==> src/rtl/wb_regfile.sv <==
// rtl/wb_regfile.sv - RV32I architectural register file with write-to-read bypass
module wb_regfile #(
  parameter int DATA_WIDTH = 32,
  parameter int ADDR_WIDTH = 5,
  parameter int DEBUG_REG  = 10,
  parameter int CNT_WIDTH  = 32
) (
  input  logic                  clk_i,
  input  logic                  rst_n_i,
  input  logic                  RegWrite_i,
  input  logic [ADDR_WIDTH-1:0] rd_i,
  input  logic [DATA_WIDTH-1:0] WD3_i,
  input  logic [ADDR_WIDTH-1:0] A1_i,
  input  logic [ADDR_WIDTH-1:0] A2_i,
  output logic [DATA_WIDTH-1:0] RD1_o,
  output logic [DATA_WIDTH-1:0] RD2_o,
  output logic [DATA_WIDTH-1:0] dbg_o,
  output logic [CNT_WIDTH-1:0]  wr_cnt_o
);

  localparam int NREG = 1 << ADDR_WIDTH;
  localparam logic [ADDR_WIDTH-1:0] DBG_IDX = ADDR_WIDTH'(DEBUG_REG);
  localparam logic [CNT_WIDTH-1:0]  CNT_ONE = CNT_WIDTH'(1);

  logic [DATA_WIDTH-1:0] regs [NREG];
  logic                  wr_en;

  // x0 writes are dropped here, so regs[0] never leaves its reset value.
  assign wr_en = RegWrite_i && (rd_i != '0);

  always_ff @(posedge clk_i or negedge rst_n_i) begin
    if (!rst_n_i) begin
      for (int i = 0; i < NREG; i++) begin
        regs[i] <= '0;
      end
      dbg_o    <= '0;
      wr_cnt_o <= '0;
    end else if (wr_en) begin
      regs[rd_i] <= WD3_i;
      wr_cnt_o   <= wr_cnt_o + CNT_ONE;
      if (rd_i == DBG_IDX) begin
        dbg_o <= WD3_i;
      end
    end
  end

  // Bypass is gated by reset so every index reads 0 while reset is held.
  always_comb begin
    RD1_o = '0;
    if (rst_n_i && (A1_i != '0)) begin
      if (RegWrite_i && (rd_i == A1_i)) begin
        RD1_o = WD3_i;
      end else begin
        RD1_o = regs[A1_i];
      end
    end
  end

  always_comb begin
    RD2_o = '0;
    if (rst_n_i && (A2_i != '0)) begin
      if (RegWrite_i && (rd_i == A2_i)) begin
        RD2_o = WD3_i;
      end else begin
        RD2_o = regs[A2_i];
      end
    end
  end

endmodule
==> config.mk <==
export PLATFORM = sky130hd
export DESIGN_NAME = wb_regfile
export DESIGN_NICKNAME = d
export VERILOG_FILES = /design/src/rtl/wb_regfile.sv
export SDC_FILE = /design/constraint.sdc
export NUM_CORES = 2
export LEC_CHECK = 0
export CAP_MARGIN = 15
export CORE_UTILIZATION = 45
export CTS_CLUSTER_SIZE = 14
export DETAILED_ROUTE_END_ITERATION = 10
export PLACE_DENSITY = 0.7
export SLEW_MARGIN = 10
export SYNTH_ARGS = -nofsm -noshare
export SYNTH_HDL_FRONTEND = slang
export SYNTH_SLANG_ARGS = --single-unit
export TNS_END_PERCENT = 10
==> constraint.sdc <==
create_clock -name clk_i -period 7.3 [get_ports clk_i]
set_input_delay 1.46 -clock clk_i [delete_from_list [all_inputs] [get_ports clk_i]]
set_output_delay 1.46 -clock clk_i [all_outputs]
set_load 0.02 [all_outputs]
==> results by stage <==
Critical path:
- Among cell families on the critical path, the largest total delay comes from buffers and inverters.
- On the worst path, the slowest cell contributes a delay of 0.77 ns.
- The signal on the critical path passes through clkdlybuf4s50_1 -> xnor2_1 -> nand3_1 -> o31a_1 -> buf_4 -> nor2b_2 -> buf_4 -> a221o_1 -> clkdlybuf4s50_1.
- The critical setup path kind is in -> out.
- The cell with the biggest individual delay on the critical path is sky130_fd_sc_hd__clkdlybuf4s50_1.
- The worst setup path is captured at an output port.
- The sum of buffers and inverters on the critical path is 4.
- The launching element type of the critical path is an input port.
- The worst endpoint required time is 5.84 ns.
- The biggest fanout along the worst timing path is 17.
- STA puts the critical path data arrival time at 5.28 ns.

Synthesis:
- The number of flip-flops and latches in the synthesized netlist is 1088.
- In this run the cell area of the synthesized design comes to 0.0576 mm².
- The Yosys step of the flow raised 0 warnings.
- After Yosys synthesis, and, or, nand and nor cells account for 3.04% of the synthesized area.
- The cell count after synthesis is 3943.
- Summing the areas of all fa, ha and maj instances in the mapped netlist gives 0.0217% of the synthesized area.
- The share of async-settable or async-resettable flops after synthesis is 100%.
- For this run, the register share of the synthesized area comes to 47.3%.
- In this run the mean area of a mapped cell was 14.6 µm².
- The fraction of synthesized area in multiplexers is 38.6%.
- Summing the areas of all compound-gate instances in the mapped netlist gives 6.11% of the synthesized area.
- The most used flip-flop cell after synthesis is sky130_fd_sc_hd__dfrtp_1.
- The xor/xnor cell area share of the yosys netlist is 0.637%.
- Counting flops with a built-in enable in the synthesized netlist gives 0.
- The main combinational cell family by area after synthesis is multiplexers.
- The number of distinct standard cells referenced by the synthesized netlist is 56.
- The net count after synthesis is 3994.

Clock tree:
- In this run the post-CTS setup repair buffer count came out at 0.
- Buffers inserted during clock tree synthesis total 111.
- Once the clock tree was built, the resizer swapped 0 gates to a different size.
- The number of sinks driven by the clock tree is 1088.
- The count of H-tree levels built during CTS is 3.
- The clock tree from TritonCTS is done.
- The number of hold buffers added after CTS is 0.
- The clock passes through at most 3 buffers.
- After clock tree synthesis, the clock-pin slew on the worst setup and hold paths is 0.06 ns.
- The tree is rooted in a sky130_fd_sc_hd__clkbuf_16.
- The clock reaches the later pin of the worst-skew pair after 0.73 ns.

Cells and area:
- The multi-input combinational cell area is 0.0281 mm².
- The synthesis-to-finish area growth is 12.3%.
- The final non-filler cell area is 0.0647 mm².
- At the end of the flow, the number of nets in the layout was 4016.
- The number of fillers in the final layout is 10400.
- In the final layout, flip-flops and latches occupy 0.0272 mm².
- Of the cells placed in the final design, the portion with a size suffix greater than 1 is 45.1%.

Drt:
- In the routed design, unresolved DRC markers number 0.
- In this run the remaining antenna-violating nets after routing total 0.
- The routed wire length is 185000 µm.
- The via total after detailed routing is 38600.
- In this run, the number of DRC markers left after iteration 0 of detailed routing was 4819.
- Dividing the detail-routed wire length by the instance count gives 32.4 µm.
- The pre-antenna-repair detailed-routing pass consisted of 6 iterations.
- The via density per instance is 6.76.

Placed design:
- The final estimated routing congestion in global placement is 0.893.
- The count of input and output buffers is 177.
- The post-place setup slack is 0.638 ns.
- Once detailed placement completed, the half-perimeter wirelength came to 113000 µm.
- Once placement finished, the instance area stood at 0.0607 mm².

Global route:
- The via count of the first global-routing pass is 38500.
- The number of antenna violations at the first check in global routing is 4.
- In the global route stage, overall resource usage came out at 28.4%.
- The wire length of the first global-routing pass is 271000 µm.
- The aggregate global routing overflow is 0.
- Entering global routing, the biggest net connects 169 pins.

Timing:
- The worst pin sits at a relative slew slack of 12.8%.
- Counting I/O delays and the setup requirement, the final critical path takes 6.74 ns.
- The final clock period utilization by the worst path is 92.3%.
- Based on the critical path, the design can be clocked at up to 0.148 GHz.
- For the pin with the worst max-slew slack, the measured transition is 1.30 ns.
- Setup repair after global routing left no endpoint under its margin.
- Summed over all failing endpoints, the final setup total negative slack is 0 ns.
- Setup violations remaining at the end of the flow were counted as 0.
- The final hold slack is 0.395 ns.
- The count of final hold-check violations is 0.
- Between clock sinks in the finished design, the worst skew comes to 0.0101 ns.
- The minimum setup slack in the final design is 0.565 ns.
- The total count of max-transition violations in the final report came to 0.

Die:
- 178 I/O pins were placed.
- The die is 360 µm tall.
- The die boundary width is 360 µm.
- Once the floorplan was initialized, standard cells occupied 45.6% of the core.
- The area of the die is 0.129 mm².
- The number of placement rows is 130.
- The standard cell core area is 0.126 mm².

Pwr:
- The leakage component of the power is 0.0280 µW.
- In this run the power density over the cells is 277 mW/mm².
- VDD sags by at most 0.205 mV.

Hold path:
- The worst hold path class is reg -> reg.

Outcome:
- The run finished with clean final reports.

Job:
- Max-cap violations in this run came to 0.
## logic make-up (layout without fill, tap and decap cells)
family | Yosys count | in the layout
muxes | 1545 | 1545
xor gates and xnor gates | 41 | 41
AOI/OAI and AO/OA | 432 | 432
adders and majority gates | 1 | 1
DFF | 1088 | 1088
buffers and inverters | 442 | 556
other | 0 | 3
and+or+nand+nor | 394 | 394
## cell type report
cell class / count / area share (%)
multi-input combinational: 2413 / 43.5
sequential: 1088 / 42.1
timing repair buffer: 342 / 5.00
tap: 1650 / 3.19
clock buffer: 156 / 4.97
antenna: 3 / 0.0116
clock inverter: 49 / 1.16
inverter: 9 / 0.0522
## synthesized netlist by cell type (7+ instances only)
cell type	number	share of area, %
sky130_fd_sc_hd__a2111oi_0	10	0.15
sky130_fd_sc_hd__a2111oi_1	19	0.33
sky130_fd_sc_hd__a21oi_1	33	0.29
sky130_fd_sc_hd__a221o_1	33	0.57
sky130_fd_sc_hd__a221oi_1	101	1.5
sky130_fd_sc_hd__a22o_1	29	0.44
sky130_fd_sc_hd__a22oi_1	159	2.1
sky130_fd_sc_hd__and3_1	33	0.36
sky130_fd_sc_hd__buf_1	37	0.24
sky130_fd_sc_hd__buf_2	105	0.91
sky130_fd_sc_hd__buf_4	45	0.59
sky130_fd_sc_hd__buf_6	58	1.1
sky130_fd_sc_hd__clkbuf_1	181	1.2
sky130_fd_sc_hd__dfrtp_1	1088	47
sky130_fd_sc_hd__inv_1	8	0.052
sky130_fd_sc_hd__mux2_2	961	19
sky130_fd_sc_hd__mux2i_1	142	2.5
sky130_fd_sc_hd__mux4_2	436	17
sky130_fd_sc_hd__nand2_1	226	1.5
sky130_fd_sc_hd__nand3_1	13	0.11
sky130_fd_sc_hd__nand4_1	7	0.076
sky130_fd_sc_hd__nor2_1	67	0.44
sky130_fd_sc_hd__nor2b_1	7	0.076
sky130_fd_sc_hd__nor3_1	8	0.070
sky130_fd_sc_hd__o21bai_1	33	0.43
sky130_fd_sc_hd__xnor2_1	29	0.44
sky130_fd_sc_hd__xor2_1	11	0.17
## through the flow
step	power, µW	cells	util (%)
after floorplan	10500	3943	-
after global placement	11600	5497	48.0
after detailed placement	11700	5499	48.1
after CTS	17900	5704	51.2
after global routing	18600	5708	51.2
final	17900	5710	51.2
## routing by layer
metal  share of wire [%]  GRT usage [%]  vias to the layer above
li1                    -              -                    15300
met1                  38           37.3                    20700
met2                  47           44.5                     2155
met3                 9.2           5.80                      502
met4                 5.4           15.0                        4
met5               0.016              0                        -
## path summary, 6_finish.rpt
kind / from / endpoint / slack (ns) / depth (start not counted)
max: rd_i[2] / RD2_o[29] / 0.56 / 9
min: regs[1008] / regs[1008] / 0.40 / 0
max reg2reg: wr_cnt_o[6] / wr_cnt_o[26] / 5.22 / 5
min reg2reg: regs[1008] / regs[1008] / 0.40 / 0
max in group asynchronous: rst_n_i / regs[513] / 3.14 / 5
min in group asynchronous: rst_n_i / regs[553] / 0.57 / 1
## layout by cell type, fill, tap and decap left out, types with 16 or more instances in the layout
cell | synthesis | routed
sky130_fd_sc_hd__clkinv_2 | 0 | 16
sky130_fd_sc_hd__clkdlybuf4s50_1 | 0 | 165
sky130_fd_sc_hd__buf_12 | 2 | 16
sky130_fd_sc_hd__mux2i_1 | 142 | 142
sky130_fd_sc_hd__a22oi_1 | 159 | 159
sky130_fd_sc_hd__clkbuf_8 | 0 | 27
sky130_fd_sc_hd__a21oi_1 | 33 | 33
sky130_fd_sc_hd__clkbuf_16 | 0 | 111
sky130_fd_sc_hd__nor2_4 | 2 | 24
sky130_fd_sc_hd__nand2_1 | 226 | 211
sky130_fd_sc_hd__a22o_1 | 29 | 29
sky130_fd_sc_hd__mux2_2 | 961 | 961
sky130_fd_sc_hd__and3_1 | 33 | 33
sky130_fd_sc_hd__xnor2_1 | 29 | 29
sky130_fd_sc_hd__nor2_1 | 67 | 44
sky130_fd_sc_hd__mux4_2 | 436 | 436
sky130_fd_sc_hd__a2111oi_1 | 19 | 18
sky130_fd_sc_hd__bufinv_16 | 0 | 17
sky130_fd_sc_hd__buf_4 | 45 | 149
sky130_fd_sc_hd__a221oi_1 | 101 | 101
sky130_fd_sc_hd__clkbuf_1 | 181 | 18
sky130_fd_sc_hd__o21bai_1 | 33 | 33
sky130_fd_sc_hd__a221o_1 | 33 | 33
sky130_fd_sc_hd__dfrtp_1 | 1088 | 1088
## where the power goes
part,internal [µW],leakage [µW],switching [µW]
Clock,3670,0.00194,2530
Sequential,7160,0.0140,845
Combinational,2120,0.0121,1600
Total,13000,0.0280,4980
## sequential cells by signal (all words and copies together), names as in the netlist
register  flops
dbg_o        32
regs       1024
wr_cnt_o     32
## worst reg2reg max path, delay by kind of cell (launching register included)
family | cells | cell delay [ns]
xor+xnor | 1 | 0.16
flops | 1 | 0.44
simple gates | 4 | 1.37
(Power assumes the default switching activity.)
